===== src/rtl/fifo_wr_arb_if.sv =====
// Write-port bus between N requesters, the round-robin arbiter and a synchronous FIFO.
// Handshake: req[i] is requester i's valid, fifo_full is the FIFO's not-ready, and a beat
// transfers in exactly the cycle ack[i] (equivalently fifo_wr) is high.
interface fifo_wr_arb_if #(
    parameter int W = 8,
    parameter int N = 4
);
    logic [N-1:0]   req;
    logic [N*W-1:0] req_data;
    logic           fifo_full;
    logic           fifo_wr;
    logic [W-1:0]   fifo_wr_data;
    logic [N-1:0]   grant;
    logic [N-1:0]   ack;
    logic           busy;

    modport master (
        input  req, req_data, fifo_full,
        output fifo_wr, fifo_wr_data, grant, ack, busy
    );

    modport slave (
        output req, req_data, fifo_full,
        input  fifo_wr, fifo_wr_data, grant, ack, busy
    );
endinterface


===== src/rtl/fifo_wr_arb.sv =====
// Round-robin burst arbiter for one FIFO write port; an owner keeps the port for up to BURST beats.
// Define FIFO_ARB_STATS_EN to add the saturating stall_cnt output.
module fifo_wr_arb #(
    parameter int W     = 8,
    parameter int N     = 4,
    parameter int BURST = 4
) (
    input  logic          clk,
    input  logic          rst,
    fifo_wr_arb_if.master bus,
    output logic          state_dbg
`ifdef FIFO_ARB_STATS_EN
    ,
    output logic [15:0]   stall_cnt
`endif
);

    localparam int IW = (N > 1) ? $clog2(N) : 1;
    localparam int CW = $clog2(BURST) + 1;
    localparam logic [CW-1:0] LAST_BEAT = CW'(BURST - 1);
    localparam logic [N-1:0]  ONE_HOT0  = {{(N-1){1'b0}}, 1'b1};

    typedef enum logic {
        IDLE  = 1'b0,
        GRANT = 1'b1
    } state_t;

    state_t          state, state_nx;
    logic [N-1:0]    grant_q, grant_nx;
    logic [IW-1:0]   owner_q, owner_nx;
    logic [IW-1:0]   last_q, last_nx;
    logic [CW-1:0]   beat_q, beat_nx;
    logic            busy;
    logic            owner_req;
    logic            wr;
    logic [IW:0]     pick_res;

    // Returns {found, index}: first requester above l, wrapping modulo N, ending at l itself.
    function automatic logic [IW:0] rr_pick(input logic [N-1:0] r, input logic [IW-1:0] l);
        logic [IW:0]   res;
        logic [IW-1:0] c;
        res = '0;
        for (int k = N; k >= 1; k--) begin
            c = IW'((int'(l) + k) % N);
            if (r[c]) res = {1'b1, c};
        end
        return res;
    endfunction

    assign pick_res  = rr_pick(bus.req, last_q);
    assign state_dbg = state;

    always_comb begin
        busy             = (state == GRANT);
        owner_req        = bus.req[owner_q];
        wr               = busy & owner_req & ~bus.fifo_full;
        bus.fifo_wr      = wr;
        bus.ack          = wr ? grant_q : '0;
        bus.fifo_wr_data = busy ? bus.req_data[owner_q*W +: W] : '0;
        bus.grant        = grant_q;
        bus.busy         = busy;
    end

    always_comb begin
        state_nx = state;
        grant_nx = grant_q;
        owner_nx = owner_q;
        last_nx  = last_q;
        beat_nx  = beat_q;
        case (state)
            IDLE: begin
                if (pick_res[IW]) begin
                    state_nx = GRANT;
                    owner_nx = pick_res[IW-1:0];
                    grant_nx = ONE_HOT0 << pick_res[IW-1:0];
                    beat_nx  = '0;
                end
            end
            GRANT: begin
                if (wr) beat_nx = beat_q + 1'b1;
                // Release on the final beat of the burst or as soon as the owner stops requesting.
                if ((wr && (beat_q == LAST_BEAT)) || !owner_req) begin
                    state_nx = IDLE;
                    grant_nx = '0;
                    last_nx  = owner_q;
                end
            end
            default: state_nx = IDLE;
        endcase
    end

    always_ff @(posedge clk or posedge rst) begin
        if (rst) begin
            state   <= IDLE;
            grant_q <= '0;
            owner_q <= '0;
            last_q  <= IW'(N - 1);
            beat_q  <= '0;
        end else begin
            state   <= state_nx;
            grant_q <= grant_nx;
            owner_q <= owner_nx;
            last_q  <= last_nx;
            beat_q  <= beat_nx;
        end
    end

`ifdef FIFO_ARB_STATS_EN
    always_ff @(posedge clk or posedge rst) begin
        if (rst) begin
            stall_cnt <= '0;
        end else if (busy && owner_req && bus.fifo_full && (stall_cnt != 16'hFFFF)) begin
            stall_cnt <= stall_cnt + 16'd1;
        end
    end
`endif

endmodule


===== src/flat_wrapper.sv =====
// flat-port wrapper written by rule: the top's interface ports become plain ports
module fifo_wr_arb_flat 
#(
    parameter int W     = 8,
    parameter int N     = 4,
    parameter int BURST = 4
)
  (clk, rst, state_dbg, bus_req, bus_req_data, bus_fifo_full, bus_fifo_wr, bus_fifo_wr_data, bus_grant, bus_ack, bus_busy);
  fifo_wr_arb_if #(.W(W), .N(N)) bus_i ();
  input  logic clk;
  input  logic rst;
  output logic state_dbg;
  input wire logic [$bits(bus_i.req)-1:0] bus_req;
  input wire logic [$bits(bus_i.req_data)-1:0] bus_req_data;
  input wire logic [$bits(bus_i.fifo_full)-1:0] bus_fifo_full;
  output wire logic [$bits(bus_i.fifo_wr)-1:0] bus_fifo_wr;
  output wire logic [$bits(bus_i.fifo_wr_data)-1:0] bus_fifo_wr_data;
  output wire logic [$bits(bus_i.grant)-1:0] bus_grant;
  output wire logic [$bits(bus_i.ack)-1:0] bus_ack;
  output wire logic [$bits(bus_i.busy)-1:0] bus_busy;
  assign bus_i.req = bus_req;
  assign bus_i.req_data = bus_req_data;
  assign bus_i.fifo_full = bus_fifo_full;
  assign bus_fifo_wr = bus_i.fifo_wr;
  assign bus_fifo_wr_data = bus_i.fifo_wr_data;
  assign bus_grant = bus_i.grant;
  assign bus_ack = bus_i.ack;
  assign bus_busy = bus_i.busy;
  fifo_wr_arb #(.W(W), .N(N), .BURST(BURST)) u_core (.clk(clk), .rst(rst), .bus(bus_i), .state_dbg(state_dbg));
endmodule

===== config.mk =====
export PLATFORM = sky130hd
export DESIGN_NAME = fifo_wr_arb_flat
export DESIGN_NICKNAME = d
export VERILOG_FILES = /design/src/rtl/fifo_wr_arb_if.sv /design/src/rtl/fifo_wr_arb.sv /design/src/flat_wrapper.sv
export SDC_FILE = /design/constraint.sdc
export NUM_CORES = 1
export LEC_CHECK = 0
export ABC_AREA = 1
export CAP_MARGIN = 40
export CORE_MARGIN = 2
export CORE_UTILIZATION = 30
export DETAILED_ROUTE_END_ITERATION = 10
export DONT_BUFFER_PORTS = 1
export PLACE_DENSITY = 0.51
export SKIP_LAST_GASP = 1
export SLEW_MARGIN = 40
export SYNTH_ARGS = -nofsm -noshare
export SYNTH_HDL_FRONTEND = slang
export SYNTH_SLANG_ARGS = --single-unit

===== constraint.sdc =====
create_clock -name clk -period 1.37 [get_ports clk]
set_input_delay 0.2055 -clock clk [delete_from_list [all_inputs] [get_ports clk]]
set_output_delay 0.2055 -clock clk [all_outputs]
set_load 0.02 [all_outputs]

==> results of run 1 <==
==> worst max-delay path, cell delays in order, from the launching register on <==
cell	delay, ns
dfrtp_2	0.44
inv_2	0.08
nand2_1	0.05
nand2_1	0.05
nand2_1	0.05
o21ai_2	0.10
nand3_4	0.17
nor2_2	0.13
buf_4	0.14
==> worst paths after layout <==
| path | from | to | cells after the start |
|---|---|---|---|
| worst max-delay path | u_core.owner_q[0] | bus_ack[3] | 8 |
| worst min register to register | u_core.beat_q[2] | u_core.beat_q[2] | 2 |
| max in group asynchronous | rst | u_core.owner_q[0] | 2 |
| worst min-delay path | bus_fifo_full | u_core.bus.busy | 4 |
| min in group asynchronous | rst | u_core.beat_q[0] | 2 |
| worst max register to register | u_core.last_q[0] | u_core.bus.grant[0] | 10 |
==> flip-flops by register name, indices dropped and copies added (netlist names) <==
signal,flops
u_core.beat_q,3
u_core.last_q,2
u_core.owner_q,2
u_core.bus.busy,1
u_core.bus.grant,4
==> routing by layer <==
| layer | vias to the layer above | global-route usage (%) | wire length [um] |
|---|---|---|---|
| li1 | 629 | - | - |
| met1 | 566 | 19.04 | 1319 |
| met3 | 5 | 2.055 | 119 |
| met4 | 0 | 3.906 | 31 |
| met5 | - | 0 | 0 |
| met2 | 31 | 26.15 | 1662 |
==> what timing repair did <==
item,in CTS,in global routing
pin swaps,10,10
hold endpoints to repair,10,0
resized for setup,12,34
endpoints found under the setup margin,23,25
cloned,0,0
hold buffers,1,0
buffers inserted,1,2
==> cell usage after synthesis (2+ instances only) <==
| cell | n | area share [%] |
|---|---|---|
| ha_1 | 2 | 2.2 |
| dfstp_2 | 2 | 4.6 |
| buf_2 | 2 | 0.88 |
| dfrtp_1 | 10 | 22 |
| buf_4 | 2 | 1.3 |
| o21ai_0 | 19 | 8.4 |
| clkbuf_1 | 3 | 1.0 |
| inv_1 | 18 | 6.0 |
| nand3_1 | 5 | 2.2 |
| nand2_1 | 53 | 18 |
| o21ai_2 | 3 | 2.3 |
| inv_2 | 4 | 1.3 |
| nand2_2 | 9 | 5.0 |
| a21oi_1 | 10 | 4.4 |
| nor2_1 | 38 | 13 |
| nor2_2 | 2 | 1.1 |
==> final cells by class <==
class | count | area, um^2 | share of cell area [%]
Timing Repair Buffer | 24 | 201.4 | 12.95
Clock buffer | 4 | 55.05 | 3.540
Sequential cell | 12 | 305.3 | 19.63
Inverter | 23 | 91.34 | 5.873
Tap cell | 48 | 60.06 | 3.862
Multi-Input combinational cell | 147 | 842.1 | 54.14
==> metrics by stage <==
stage | total power, mW | area (um^2) | utilization (%) | setup WS (ns)
5_1_grt | 4.610 | 1555 | 42.80 | -0.3792
6_report | 4.210 | 1555 | 42.80 | -0.2820
2_1_floorplan | 2.712 | 1165 | - | -0.006629
3_3_place_gp | 3.348 | 1325 | 36.47 | -0.1314
3_5_place_dp | 3.342 | 1325 | 36.47 | -0.1474
4_1_cts | 3.883 | 1440 | 39.64 | -0.2843
==> power groups by stage <==
stage	logic [mW]	clock network [mW]	registers, mW
6_report	3.02	0.392	0.799
3_3_place_gp	2.57	0	0.773
5_1_grt	3.37	0.422	0.820
3_5_place_dp	2.57	0	0.770
4_1_cts	2.71	0.401	0.774
2_1_floorplan	2.02	0	0.689
==> cells by family (layout without fill, tap and decap cells) <==
| group | Yosys count | after routing | synth area share, % |
|---|---|---|---|
| and+or+nand+nor | 110 | 110 | 41.92 |
| adders and majority gates | 2 | 2 | 2.212 |
| DFF | 12 | 12 | 26.77 |
| AOI/OAI and AO/OA | 35 | 35 | 16.81 |
| buffers and inverters | 31 | 51 | 12.28 |
==> results.md, run 1 <==
* Clk sink count at 12
* Layout Nets at 252
* Initial core utilization at 31.13%
* Initial antenna violation count at 0
* Via-to-Cell Ratio at 4.771
* Crit path max fanout at 7
* CTS root buf: clkbuf_8
* Final WL at 3131 um
* Top-Level Pins at 58
* DPL Wire Length at 2348 um
* Required @ worst endpoint at 1.16 ns
* Commonest non-fill, non-tap cell in the layout: nor2_1
* Final setup viols at 23
* Min-Delay Path Class: in -> reg
* CTS tree: built
* Setup total negative slack at -4.761 ns
* Failing checks: negative setup slack
* Seq cells post-synth at 12
* Total CTS buffers at 3
* Total GRT Usage at 14.87%
* Clock Tree Buf Depth at 2
* Clock Skew at 0.001397 ns
* Non-Filler Instances at 258
* Top achievable clock speed at 0.6053 GHz
* Switching Share at 54.13%
* Sequential share of the synthesized area at 26.77%
* Layout cell share with drive strength beyond 1 at 44.76%
* Peak VDD IR at 0.8171 mV
* P_sw at 2.279 mW
* Worst Setup End Kind: output port
* Post-Synthesis Cell Area at 1131 um^2
* PnR worst setup slack at -0.2820 ns
* Most frequent cells in the layout: nor2_1, nand2_1, nand2_2
* Port bufs at 0
* Status: finished, violations left
* Post-route minimum period at 1.652 ns
* Total core area at 3633 um^2
* Die Area at 4277 um^2
* P_int at 1.931 mW
* Measured slew at the worst slew-check pin at 0.4889 ns
* Reg2Reg Setup Slack at -0.21 ns
* Routed via count at 1231
* Ant. Diodes at 0
* Pin count of the biggest net entering global routing at 18
* Worst slew margin at 67.37%
* GRT overflow at 0
* Max Cap Viol at 0
* DRT antenna net count at 0
* CP Class: reg -> out
* Final period utilization at 120.6%
* Mean Syn Cell Area at 5.953 um^2
* Post-synthesis cell count at 190
* Vias in the first global route at 1105
* Die W at 65.40 um
* H-tree lvl count at 1
* Hold slack at 0.3178 ns
* Yosys Warn Count at 0
* CP arrival at 1.45 ns
* Final hold vios at 0
* Worst-Skew Late Latency at 0.24 ns
* Chip Height at 65.40 um
* DRC at 0
* Slew Viols, Final at 0
* WL per Instance at 12.14 um
* Num rows at 22
* Cells after DPL at 250
* Lkg Pwr at 0.7562 nW
* Part of the power in the clock network at 9.3%
* Layout Area Growth over Synthesis at 37.50%
* Sequential power share at 19.0%
* First-pass GRT wire length at 5043 um
* Reg clk slew, reported paths at 0.05 ns
* 1st-pass router iterations at 6
* Pwr dens at 2707 nW/um^2
* RSZ-0062 raised after global routing: yes
* Ys flop type: dfrtp_1
* RD Place Congestion at 0.7792
* Distinct cells, synth at 24
* Combinational Power Share at 71.7%
* EDFF count, synth at 0
* Worst Setup Start Kind: register
* Initial DRC count at 46
* Post-Syn Nets at 231
* Async SR Flop Fraction at 100.0%
* # fillers at 398
Power figures use the tool's default switching activity.
==> run 2: changes to the inputs <==
--- a/config.mk
+++ b/config.mk
@@ -7,6 +7,7 @@
 export LEC_CHECK = 0
 export ABC_AREA = 1
 export CAP_MARGIN = 40
+export CORE_ASPECT_RATIO = 1.4
 export CORE_MARGIN = 2
 export CORE_UTILIZATION = 30
 export DETAILED_ROUTE_END_ITERATION = 10
==> constraint.sdc (replaced) <==
create_clock -name clk -period 1.37 [get_ports clk]
set_input_delay 0.2055 -clock clk [delete_from_list [all_inputs] [get_ports clk]]
set_output_delay 0.2055 -clock clk [all_outputs]
set_load 0.005 [all_outputs]
==> results.md, run 2 (synthesis gave the netlist of run 1 again) <==
* DPL Wire Length at 2265 um
* Required @ worst endpoint at 1.16 ns
* PnR worst setup slack at -0.2088 ns
* Post-route minimum period at 1.579 ns
* Crit path max fanout at 7
* Worst Setup Start Kind: register
* H-tree lvl count at 1
* Max reg flops at 4
* 1st-pass router iterations at 4
* Top-Level Pins at 58
* Slew Viols, Final at 0
* Initial DRC count at 42
* Final WL at 3366 um
* Measured slew at the worst slew-check pin at 0.4771 ns
* DRT antenna net count at 0
* CP Class: reg -> out
* Cells after DPL at 242
* GRT overflow at 0
* Status: finished, violations left
* Peak VDD IR at 1.299 mV
* Die Area at 4284 um^2
* Total GRT Usage at 15.10%
* Worst slack at placement at -0.1437 ns
* Most frequent cells in the layout: nand2_1, nor2_1, nand2_2
* Final hold vios at 0
* Final period utilization at 115.2%
* Routed via count at 1263
* Pin count of the biggest net entering global routing at 13
* CP max-delay cell: dfrtp_2
* Ant. Diodes at 0
* Commonest non-fill, non-tap cell in the layout: nand2_1
* First-pass GRT wire length at 5257 um
* WL per Instance at 12.95 um
* Lkg Pwr at 0.8120 nW
* CTS root buf: clkbuf_8
* CP arrival at 1.37 ns
* Critical Path Most Common Cell: nand2_1
* Pwr dens at 2616 nW/um^2
* Port bufs at 0
* Worst slew margin at 68.16%
* Num rows at 26
* Total core area at 3643 um^2
* Clock Skew at 0.005955 ns
* Crit path cell chain: inv_2 -> nand2_1 -> nand2_1 -> nand2_2 -> o21ai_4 -> nand3_4 -> nor2_2
* Final setup viols at 25
* Failing checks: negative setup slack
* RD Place Congestion at 0.7815
* RSZ-0062 raised after global routing: yes
* Vias in the first global route at 1193
* Max Cap Viol at 0
* Layout Area Growth over Synthesis at 52.32%
* DRC at 0
* Clock Tree Buf Depth at 2
* Min-Delay Path Class: in -> reg
* Die W at 55.90 um
* Initial antenna violation count at 0
* Initial core utilization at 31.04%
* Worst-Skew Late Latency at 0.24 ns
* Non-Filler Instances at 260
* Chip Height at 76.65 um
* Top achievable clock speed at 0.6334 GHz
* CTS tree: built
* Critical Path Max Stage Delay at 0.45 ns
* Reg clk slew, reported paths at 0.05 ns
* Clk sink count at 12
* Worst Setup End Kind: output port
* Via-to-Cell Ratio at 4.858
* Layout cell share with drive strength beyond 1 at 53.21%
* Layout Nets at 260
* Hold slack at 0.3276 ns
* Total CTS buffers at 3
[run 2: cell count changes in the layout (fill, tap and decap cells not counted), moves of 3 or more]
| cell | before | now |
|---|---|---|
| buf_4 | 18 | 21 |
| buf_6 | 5 | 8 |
| nor2_1 | 34 | 28 |
| nor2_4 | 2 | 6 |
| o21ai_0 | 18 | 4 |
| o21ai_1 | 2 | 7 |
| o21ai_2 | 3 | 11 |
[run 2: timing repair]
action                                  in CTS  in global routing
endpoints found under the hold margin       10                  0
hold buffers                                 1                  0
gates resized for setup                     26                 73
buffers inserted                             6                  6
endpoints found under the setup margin      23                 25
pin swaps                                   13                 22
cloned                                       2                  0
[run 2: report_power, final]
part           switching, mW  internal (mW)
combinational           1.95           1.52
sequential             0.172          0.528
clock                  0.129          0.205
[run 2: metal layers]
metal / vias to the layer above / wire length [um] / GRT usage, %
met1: 582 / 1236 / 15.97
li1: 643 / - / -
met2: 33 / 1906 / 28.69
met4: 0 / 41 / 5.238
met3: 5 / 181 / 3.373
met5: - / 0 / 0
[run 2: per-stage QoR]
stage / util (%) / power [mW] / setup TNS [ns] / cell area, um^2
final: 47.29 / 4.507 / -3.458 / 1723
after global routing: 47.29 / 4.903 / -5.450 / 1723
after CTS: 39.90 / 3.684 / -2.818 / 1454
after detailed placement: 34.89 / 2.955 / -0.9298 / 1271
after global placement: 34.89 / 2.962 / -1.032 / 1271
after floorplan: - / 2.324 / -0.003430 / 1131
[run 2: worst paths after layout]
kind | start | to | slack [ns] | cells after the start
hold reg to reg | u_core.beat_q[1] | u_core.beat_q[1] | 0.53 | 2
hold / removal | bus_fifo_full | u_core.bus.busy | 0.33 | 4
setup reg to reg | u_core.last_q[0] | u_core.bus.grant[1] | -0.18 | 12
max in group asynchronous | rst | u_core.owner_q[0] | 0.60 | 2
min in group asynchronous | rst | u_core.bus.grant[0] | 0.41 | 2
setup / recovery | u_core.owner_q[0] | bus_ack[0] | -0.21 | 7
[run 2: final cells by class]
class	count	area, um^2
Sequential cell	12	304.0
Multi-Input combinational cell	148	949.7
Clock buffer	4	45.04
Inverter	23	93.84
Tap cell	42	52.55
Fill cell	382	1921
Timing Repair Buffer	31	277.8
[run 2: critical path: cells and delay by family, from the launching register on]
family / cells / cell delay [ns]
DFF: 1 / 0.45
and+or+nand+nor: 5 / 0.52
AOI/OAI and AO/OA: 1 / 0.09
buffers and inverters: 1 / 0.09
==> run 3: changes to the inputs <==
--- a/config.mk
+++ b/config.mk
@@ -6,7 +6,8 @@
 export NUM_CORES = 1
 export LEC_CHECK = 0
 export ABC_AREA = 1
-export CAP_MARGIN = 40
+export ABC_CLOCK_PERIOD_IN_PS = 1370
+export CAP_MARGIN = 25
 export CORE_ASPECT_RATIO = 1.4
 export CORE_MARGIN = 2
 export CORE_UTILIZATION = 30
==> results of run 3 <==
The final DEF is identical to that of run 2; final timing and power are the same.
